File: src/rtl/pc_sequencer.sv
// Fetch-side sequencer: owns the PC, requests instruction words, holds them for decode,
// and applies branch redirects, halt/resume and a fetch-timeout error.
module pc_sequencer #(
  parameter logic [31:0] RESET_PC = 32'h0000_0000,
  parameter int unsigned TIMEOUT  = 16
) (
  input  logic        clk,
  input  logic        rst_n,
  output logic [31:0] imem_addr,
  output logic        imem_req,
  input  logic        imem_ack,
  input  logic [31:0] imem_data,
  output logic [31:0] instr,
  output logic        instr_valid,
  input  logic        instr_ready,
  input  logic        branch_take,
  input  logic [31:0] branch_base,
  input  logic [31:0] branch_offset,
  input  logic        halt,
  input  logic        resume,
  output logic [31:0] pc,
  output logic [31:0] fetch_count,
  output logic        fetch_err,
  output logic [1:0]  state
);

  localparam int unsigned CntW = $clog2(TIMEOUT);
  localparam logic [CntW-1:0] CntLast = CntW'(TIMEOUT - 1);

  typedef enum logic [1:0] {
    StFetch = 2'd0,
    StHold  = 2'd1,
    StHalt  = 2'd2
  } state_e;

  state_e          state_q, state_d;
  logic [31:0]     pc_q, pc_d;
  logic [31:0]     instr_q, instr_d;
  logic [31:0]     count_q, count_d;
  logic            err_q, err_d;
  logic [CntW-1:0] tmo_q, tmo_d;
  logic [31:0]     target;

  assign target = branch_base + branch_offset + 32'd1;

  always_comb begin
    state_d = state_q;
    pc_d    = pc_q;
    instr_d = instr_q;
    count_d = count_q;
    err_d   = err_q;
    // Counter only survives consecutive unacknowledged FETCH cycles.
    tmo_d   = '0;
    case (state_q)
      StFetch: begin
        if (branch_take) begin
          pc_d = target;
        end else if (imem_ack) begin
          instr_d = imem_data;
          state_d = StHold;
        end else if (tmo_q == CntLast) begin
          err_d   = 1'b1;
          state_d = StHalt;
        end else begin
          tmo_d = tmo_q + 1'b1;
        end
      end
      StHold: begin
        if (instr_ready) begin
          count_d = count_q + 32'd1;
          pc_d    = pc_q + 32'd1;
          state_d = halt ? StHalt : StFetch;
        end
        // Without a handshake the held word is dropped uncounted.
        if (branch_take) begin
          pc_d    = target;
          state_d = (halt && instr_ready) ? StHalt : StFetch;
        end
      end
      StHalt: begin
        if (branch_take) pc_d = target;
        if (resume) begin
          state_d = StFetch;
          err_d   = 1'b0;
        end
      end
      default: state_d = StFetch;
    endcase
  end

  always_ff @(posedge clk) begin
    if (!rst_n) begin
      state_q <= StFetch;
      pc_q    <= RESET_PC;
      instr_q <= '0;
      count_q <= '0;
      err_q   <= 1'b0;
      tmo_q   <= '0;
    end else begin
      state_q <= state_d;
      pc_q    <= pc_d;
      instr_q <= instr_d;
      count_q <= count_d;
      err_q   <= err_d;
      tmo_q   <= tmo_d;
    end
  end

  assign imem_addr   = pc_q;
  assign imem_req    = (state_q == StFetch);
  assign instr_valid = (state_q == StHold);
  assign instr       = instr_q;
  assign pc          = pc_q;
  assign fetch_count = count_q;
  assign fetch_err   = err_q;
  assign state       = state_q;

endmodule

File: config.mk
export PLATFORM = sky130hd
export DESIGN_NAME = pc_sequencer
export DESIGN_NICKNAME = d
export VERILOG_FILES = /design/src/rtl/pc_sequencer.sv
export SDC_FILE = /design/constraint.sdc
export NUM_CORES = 1
export LEC_CHECK = 0
export ABC_AREA = 1
export ABC_CLOCK_PERIOD_IN_PS = 5700
export CAP_MARGIN = 20
export CORE_ASPECT_RATIO = 1.5
export CORE_MARGIN = 2
export CORE_UTILIZATION = 53
export CTS_CLUSTER_DIAMETER = 200
export DETAILED_ROUTE_END_ITERATION = 8
export PLACE_DENSITY = 0.95
export SLEW_MARGIN = 15
export SYNTH_ARGS = -nofsm -noshare
export SYNTH_HDL_FRONTEND = slang
export SYNTH_SLANG_ARGS = --single-unit
File: constraint.sdc
create_clock -name clk -period 5.7 [get_ports clk]
set_clock_uncertainty 0.1 [all_clocks]
set_input_delay 1.14 -clock clk [delete_from_list [all_inputs] [get_ports clk]]
set_output_delay 1.14 -clock clk [all_outputs]
set_load 0.01 [all_outputs]
==> results.toml, run 1 <==
[worst_setup_path]
setup.worst_path.class = "primary input to register"
path_cells = "clkdlybuf4s50_1 > nor2_4 > buf_4 > nand3_1 > nand2_2 > inv_2 > nand2_1 > o21bai_1 > a21oi_1"
startpoint_type = "primary input"
end_kind = "register"
cp_data_required_time_ns = 5.83
worstPathArrival_ns = 3.71
r2r_slack_ns = 2.99
critPathMaxFanout = 37
critPathSlowestCell = "nand2_2"
largest_stage_delay_worst_path_ns = 0.58

[power]
relative_contribution_of_the_clock_network_to_total_power_pct = 30.3
power.share.combinational_pct = 30.8
ir_worst_vdd_mv = 0.165
sw_frac_of_total_pct = 33.5
total_power_mw = 2.15
power_frac_seq_pct = 38.8
power.static_leakage_nw = 4.67
internal_power_of_the_cells_mw = 1.43
pwr_density_cell_nw_per_um2 = 201
total_switching_power_uw = 719

[synthesis]
synth_common_cells = "nand2_1, inv_1, a21oi_1, nor2_1, dfxtp_1"
asr_flop_ratio_synth_pct = 0
synthesis.area_per_instance_sq_um = 6.01
syn_nets = 1483
synth_enable_flop_cells = 0
cell_taking_the_most_area_after_synthesis = "dfxtp_1"
netlist_area_sq_um = 8080
post-synth-top-count-cell = "nand2_1"
synth-seq-cells = 103
ys.flop_type = "dfxtp_1"
yosysWarnings = 0
postSynthCellCount = 1345
netlist-cell-type-count = 42
synthDominantCellAreaShare_pct = 25.5
yosysSeqAreaShare_pct = 25.5
synth.area.top_cells = "dfxtp_1, nand2_1, inv_1, a21oi_1, nor2_1"

[grt]
antenna_found_initial = 0
grt_pass1_wl_mm = 41.7
first_global_vias = 9097
globalRouteOverflowTotal = 0
grt_start_max_net_pins = 66
grt_util_all_layers_pct = 31.2

[route]
routed-via-count = 9333
routedLengthMet1_mm = 9.15
met3_wirelength_mm = 1.44
totalWireLength_mm = 25.7
dr_wl_met2_mm = 13.8
detail_route.drc_violations = 0
detail-route-antenna-nets = 0
wire_per_inst_um = 14.8
highest_layer = "met4"
dr.pass1.iters = 5
first_drt_iteration_drcs = 759
route.detailed.vias_per_inst = 5.37

[floorplanning]
design.die.area_sq_um = 16300
core_sq_um = 15000
die_w_um = 105
initial_utilization_pct = 53.8
ios = 236
fp-row-count = 55
die_height_um = 155

[finish]
finish.net_count = 1671
multi_input_area_sq_um = 4810
register_area_sq_um = 2060
final.fill_count = 1227
area.growth.synth_to_final_pct = 32.2
antenna_cells_inserted = 0
final-instance-count-excl-fill = 1737
layout-drive-gt1-share_pct = 4.23

[cts]
resized_after_cts = 0
clkLatencyLatePin_ns = 0.35
cts_tree = "built"
buffer_depth_of_the_longest_clock_path = 2
clock_tree.root_cell = "clkbuf_16"
cts_hold_buffers = 0
cts.repair_timing.setup_buffer_count = 0
cts_inserted_buffers = 9
htree_levels = 3
tritoncts_num_sinks = 103
cts.reportedPaths.clkPinSlew_ns = 0.08

[timing]
timing.final.max_slew_violations = 0
totalNegativeSetupSlack_ns = 0
achievable-frequency_mhz = 280
final-setup-viol-count = 0
period_share_pct = 62.7
timing_hold_violations_final = 0
fin_worst_hold_slack_ns = 0.352
max_slew.worst_pin.slew_ns = 0.786
rsz_0062_raised_after_global_routing = "false"
period_needed_ns = 3.58
slew_limit_headroom_pct = 47.5

[placed_design]
portBuffers = 235
dpl.cell_count = 1720
gp_routability_congestion = 0.969
dp_hpwl_mm = 20.1

[worst_hold_path]
hold_path_class = "register to register"

[run]
drv_cap = 0

[run_status]
outcome = "completed"
cell type report:
class                      instances  share of cell area, %
inverter                         226                   7.95
sequential                       103                   19.3
timing repair buffer             239                   22.4
multi-input combinational        954                   45.1
clock inverter                     7                  0.785
clock buffer                       9                   2.11
tap                              199                   2.33
power groups by stage:
stage,combinational [mW],sequential (mW),clock (mW)
6_report,0.662,0.834,0.652
5_1_grt,0.725,0.840,0.690
4_1_cts,0.653,0.832,0.661
3_5_place_dp,0.648,0.849,0
3_3_place_gp,0.634,0.845,0
2_1_floorplan,0.362,0.850,0
critical path, delay by kind of cell:
family	cells	cell delay [ns]
AND/OR/NAND/NOR	4	1.10
AO/OA/AOI/OAI	2	0.20
buffers and inverters	3	1.25
stage by stage:
stage | util [%] | worst slack (ns) | area (sq um)
finish | 71.2 | 2.12 | 10700
floorplan | - | 2.93 | 8080
CTS | 71.0 | 2.18 | 10700
global placement | 69.0 | 1.91 | 10300
detailed placement | 69.0 | 1.81 | 10300
global route | 71.2 | 1.94 | 10700
kinds of logic after synthesis:
group | count (synthesis) | synth area share, %
and+or+nand+nor | 655 | 35.5
adders and majority gates | 35 | 5.51
AOI/OAI and AO/OA | 235 | 15.4
xor gates and xnor gates | 29 | 3.14
buffers and inverters | 288 | 14.9
DFF | 103 | 25.5
flip-flops by register name, indices dropped and copies added, names as in the netlist:
name / count
state: 2
tmo_q: 4
fetch_err: 1
fetch_count: 32
instr: 32
imem_addr: 32
metal layers:
metal | vias to the layer above | global-route usage (%)
met5 | - | 0
met4 | 0 | 18.3
met3 | 100 | 3.77
met2 | 395 | 59.8
met1 | 4213 | 32.1
li1 | 4625 | -
path summary, 6_finish.rpt:
path | cells after the start | start | to
worst max-delay path | 9 | branch_take | imem_addr[10]$_SDFFE_PN0P_
worst min-delay path | 2 | instr[23]$_SDFFE_PN0P_ | instr[23]$_SDFFE_PN0P_
worst min register to register | 2 | instr[23]$_SDFFE_PN0P_ | instr[23]$_SDFFE_PN0P_
worst max register to register | 9 | state[0]$_SDFFE_PN0P_ | imem_addr[10]$_SDFFE_PN0P_
cell usage in the layout (no fill, tap or decap), drive strengths merged, types with 5 or more instances in the layout:
cell type / netlist / layout
xor2: 24 / 24
ha: 34 / 34
inv: 226 / 231
a31oi: 5 / 5
clkdlybuf4s50: 0 / 235
clkbuf: 23 / 9
xnor2: 5 / 5
nand2: 375 / 375
nand4: 23 / 23
dfxtp: 103 / 103
o21ai: 79 / 79
nor2: 137 / 137
nand3: 80 / 80
nor3: 27 / 27
nand3b: 7 / 7
a21oi: 130 / 130
o21bai: 8 / 8
Note: power is estimated with default switching activity, not from simulation.
==> run 2, diff against run 1 <==
--- a/config.mk
+++ b/config.mk
@@ -6,14 +6,14 @@
 export NUM_CORES = 1
 export LEC_CHECK = 0
 export ABC_AREA = 1
-export ABC_CLOCK_PERIOD_IN_PS = 5700
+export ABC_CLOCK_PERIOD_IN_PS = 3500
 export CAP_MARGIN = 20
 export CORE_ASPECT_RATIO = 1.5
 export CORE_MARGIN = 2
-export CORE_UTILIZATION = 53
+export CORE_UTILIZATION = 49
 export CTS_CLUSTER_DIAMETER = 200
 export DETAILED_ROUTE_END_ITERATION = 8
-export PLACE_DENSITY = 0.95
+export PLACE_DENSITY = 0.9
 export SLEW_MARGIN = 15
 export SYNTH_ARGS = -nofsm -noshare
 export SYNTH_HDL_FRONTEND = slang
==> constraint.sdc (replaced) <==
create_clock -name clk -period 3.5 [get_ports clk]
set_clock_uncertainty 0.1 [all_clocks]
set_input_delay 0.7 -clock clk [delete_from_list [all_inputs] [get_ports clk]]
set_output_delay 0.7 -clock clk [all_outputs]
set_load 0.01 [all_outputs]
==> run 2 against run 1 <==
  * Clock-buffer cell count is the same
  * Cell count increased by 0.58%
  * Combinational power rose by 63%
  * Sequential power rose by 63%
  * Setup slack got worse by 1.4 ns
  * Non-clock buffer count is 3 higher
  * Die area rose by 7.9%
  * First-iteration DRC count increased by 5.4%
  * Global-route usage decreased by 2.2 points
  * Largest power group unchanged
==> results.toml, run 2 (synthesis results as in run 1) <==
[run_status]
outcome = "completed"

[route]
totalWireLength_mm = 25.5
dr.pass1.iters = 6
route.detailed.vias_per_inst = 5.33
detail_route.drc_violations = 0
met3_wirelength_mm = 1.37
detail-route-antenna-nets = 0
wire_per_inst_um = 14.6
routed-via-count = 9304
first_drt_iteration_drcs = 800
highest_layer = "met4"
dr_wl_met2_mm = 13.2
routedLengthMet1_mm = 9.26

[power]
power_frac_seq_pct = 38.7
power.share.combinational_pct = 30.7
relative_contribution_of_the_clock_network_to_total_power_pct = 30.7
sw_frac_of_total_pct = 33.4
total_power_mw = 3.51
internal_power_of_the_cells_mw = 2.33
ir_worst_vdd_mv = 0.285
pwr_density_cell_nw_per_um2 = 328
total_switching_power_mw = 1.17
power.static_leakage_nw = 4.69

[run]
drv_cap = 0

[timing]
period_share_pct = 78.7
timing_hold_violations_final = 0
totalNegativeSetupSlack_ns = 0
slew_limit_headroom_pct = 54.7
max_slew.worst_pin.slew_ns = 0.679
timing.final.max_slew_violations = 0
period_needed_ns = 2.75
final-setup-viol-count = 0
achievable-frequency_mhz = 363
rsz_0062_raised_after_global_routing = "false"

[cts]
clock_tree.root_cell = "clkbuf_16"
resized_after_cts = 0
cts.repair_timing.setup_buffer_count = 0
buffer_depth_of_the_longest_clock_path = 2
tritoncts_num_sinks = 103
cts_tree = "built"
clkLatencyLatePin_ns = 0.34
cts.reportedPaths.clkPinSlew_ns = 0.08
cts_inserted_buffers = 9
cts_hold_buffers = 0
htree_levels = 3

[floorplanning]
fp-row-count = 57
design.die.area_sq_um = 17500
ios = 236
die_w_um = 109
initial_utilization_pct = 49.9
die_height_um = 161
core_sq_um = 16200

[worst_hold_path]
min_to = "instr[1]$_SDFFE_PN0P_"
hold_path.startpoint = "instr[1]$_SDFFE_PN0P_"
min_path_cells = 2
hold_path_class = "register to register"

[finish]
final_cell_mix = "nand2_1, clkdlybuf4s50_1, inv_1"
antenna_cells_inserted = 0
finish.net_count = 1674
layout-drive-gt1-share_pct = 4.41
final_common_cell = "nand2_1"
area.growth.synth_to_final_pct = 32.6

[worst_setup_path]
r2r_slack_ns = 1.35
cp_data_required_time_ns = 3.61
regToRegEndpoint = "imem_addr[28]$_SDFFE_PN0P_"
number_of_buffer_and_inverter_stages_on_the_critical_path = 3
worst_setup_path_startpoint = "branch_base[0]"
critPathMaxFanout = 4
setup.worst_path.class = "primary input to register"
worstPathArrival_ns = 2.86
timing.rr.start = "imem_addr[11]$_SDFFE_PN0P_"
largest_stage_delay_worst_path_ns = 0.45
end_kind = "register"
startpoint_type = "primary input"
critical-path-top-cell-by-count = "nand3_1"
path_delay_family = "simple AND/OR/NAND/NOR gates"
path_cells = "clkdlybuf4s50_1 > inv_1 > ha_1 > inv_1 > fa_1 > nand3_1 > nand3_1 > nand3_1 > nand3_1 > nand2_1 > nand2_1 > nand2_1 > nand3_1 > nand3_1 > a21oi_1"
critPathSlowestCell = "fa_1"
reg2regPathDepth = 9

[placed_design]
dp_hpwl_mm = 20.3
gp_routability_congestion = 1.05
portBuffers = 235

[grt]
grt_util_all_layers_pct = 29.0
globalRouteOverflowTotal = 0
grt_start_max_net_pins = 66
grt_pass1_wl_mm = 40.7
antenna_found_initial = 0
first_global_vias = 8816
==> run 2: cell count changes in the layout (fill, tap and decap cells not counted) <==
cell      delta
buf_12       -1
buf_4        +4
clkinv_2     -1
clkinv_4     +2
clkinv_8     +1
inv_6        -3
inv_8        +1
==> run 2: how the worst max path moves through the flow <==
stage	slack (ns)	endpoint	cells past startpoint
5_1_grt	0.54	imem_addr[16]$_SDFFE_PN0P_	13
6_report	0.75	imem_addr[20]$_SDFFE_PN0P_	15
4_1_cts	0.80	imem_addr[20]$_SDFFE_PN0P_	15
2_1_floorplan	1.17	imem_addr[28]$_SDFFE_PN0P_	14
3_5_place_dp	0.44	imem_addr[20]$_SDFFE_PN0P_	15
3_3_place_gp	0.49	imem_addr[28]$_SDFFE_PN0P_	15
==> run 2: worst reg2reg max path: stages, from the launching register on <==
cell and delay [ns]:
dfxtp_1 0.52, nand2_1 0.19, inv_1 0.15, nand2_1 0.13, nor3_1 0.46, nand2_1 0.11
a21oi_1 0.13, a21oi_1 0.09, nand2_1 0.06, a21oi_1 0.06
==> run 2: stage by stage <==
| step | setup slack [ns] | std cells | instance area [sq um] | utilization [%] | hold slack, ns |
|---|---|---|---|---|---|
| 2_1_floorplan | 1.17 | 1345 | 8080 | - | 0.318 |
| 3_3_place_gp | 0.488 | 1731 | 10400 | 64.2 | 0.328 |
| 3_5_place_dp | 0.444 | 1731 | 10400 | 64.2 | 0.334 |
| 4_1_cts | 0.800 | 1747 | 10700 | 66.1 | 0.347 |
| 5_1_grt | 0.541 | 1747 | 10700 | 66.1 | 0.367 |
| 6_report | 0.746 | 1747 | 10700 | 66.1 | 0.344 |
==> run 2: power by group through the flow <==
stage / logic (mW) / registers, mW / clock network, mW
after floorplan: 0.589 / 1.38 / 0
after global placement: 1.05 / 1.38 / 0
after detailed placement: 1.07 / 1.38 / 0
after CTS: 1.07 / 1.35 / 1.09
after global routing: 1.19 / 1.37 / 1.13
final: 1.08 / 1.36 / 1.08
==> run 2: layout make-up <==
| class | instances | area [sq um] |
|---|---|---|
| Clock buffer | 9 | 225 |
| Clock inverter | 7 | 97.6 |
| Fill cell | 1428 | 5480 |
| Inverter | 226 | 848 |
| Multi-Input combinational cell | 954 | 4810 |
| Sequential cell | 103 | 2060 |
| Tap cell | 206 | 258 |
| Timing Repair Buffer | 242 | 2400 |
==> run 2: layer usage <==
layer  GRT usage, %  vias to the layer above
met5              0                        -
met4           18.3                        0
met3           4.00                      112
met2           54.1                      412
met1           29.4                     4141
li1               -                     4639
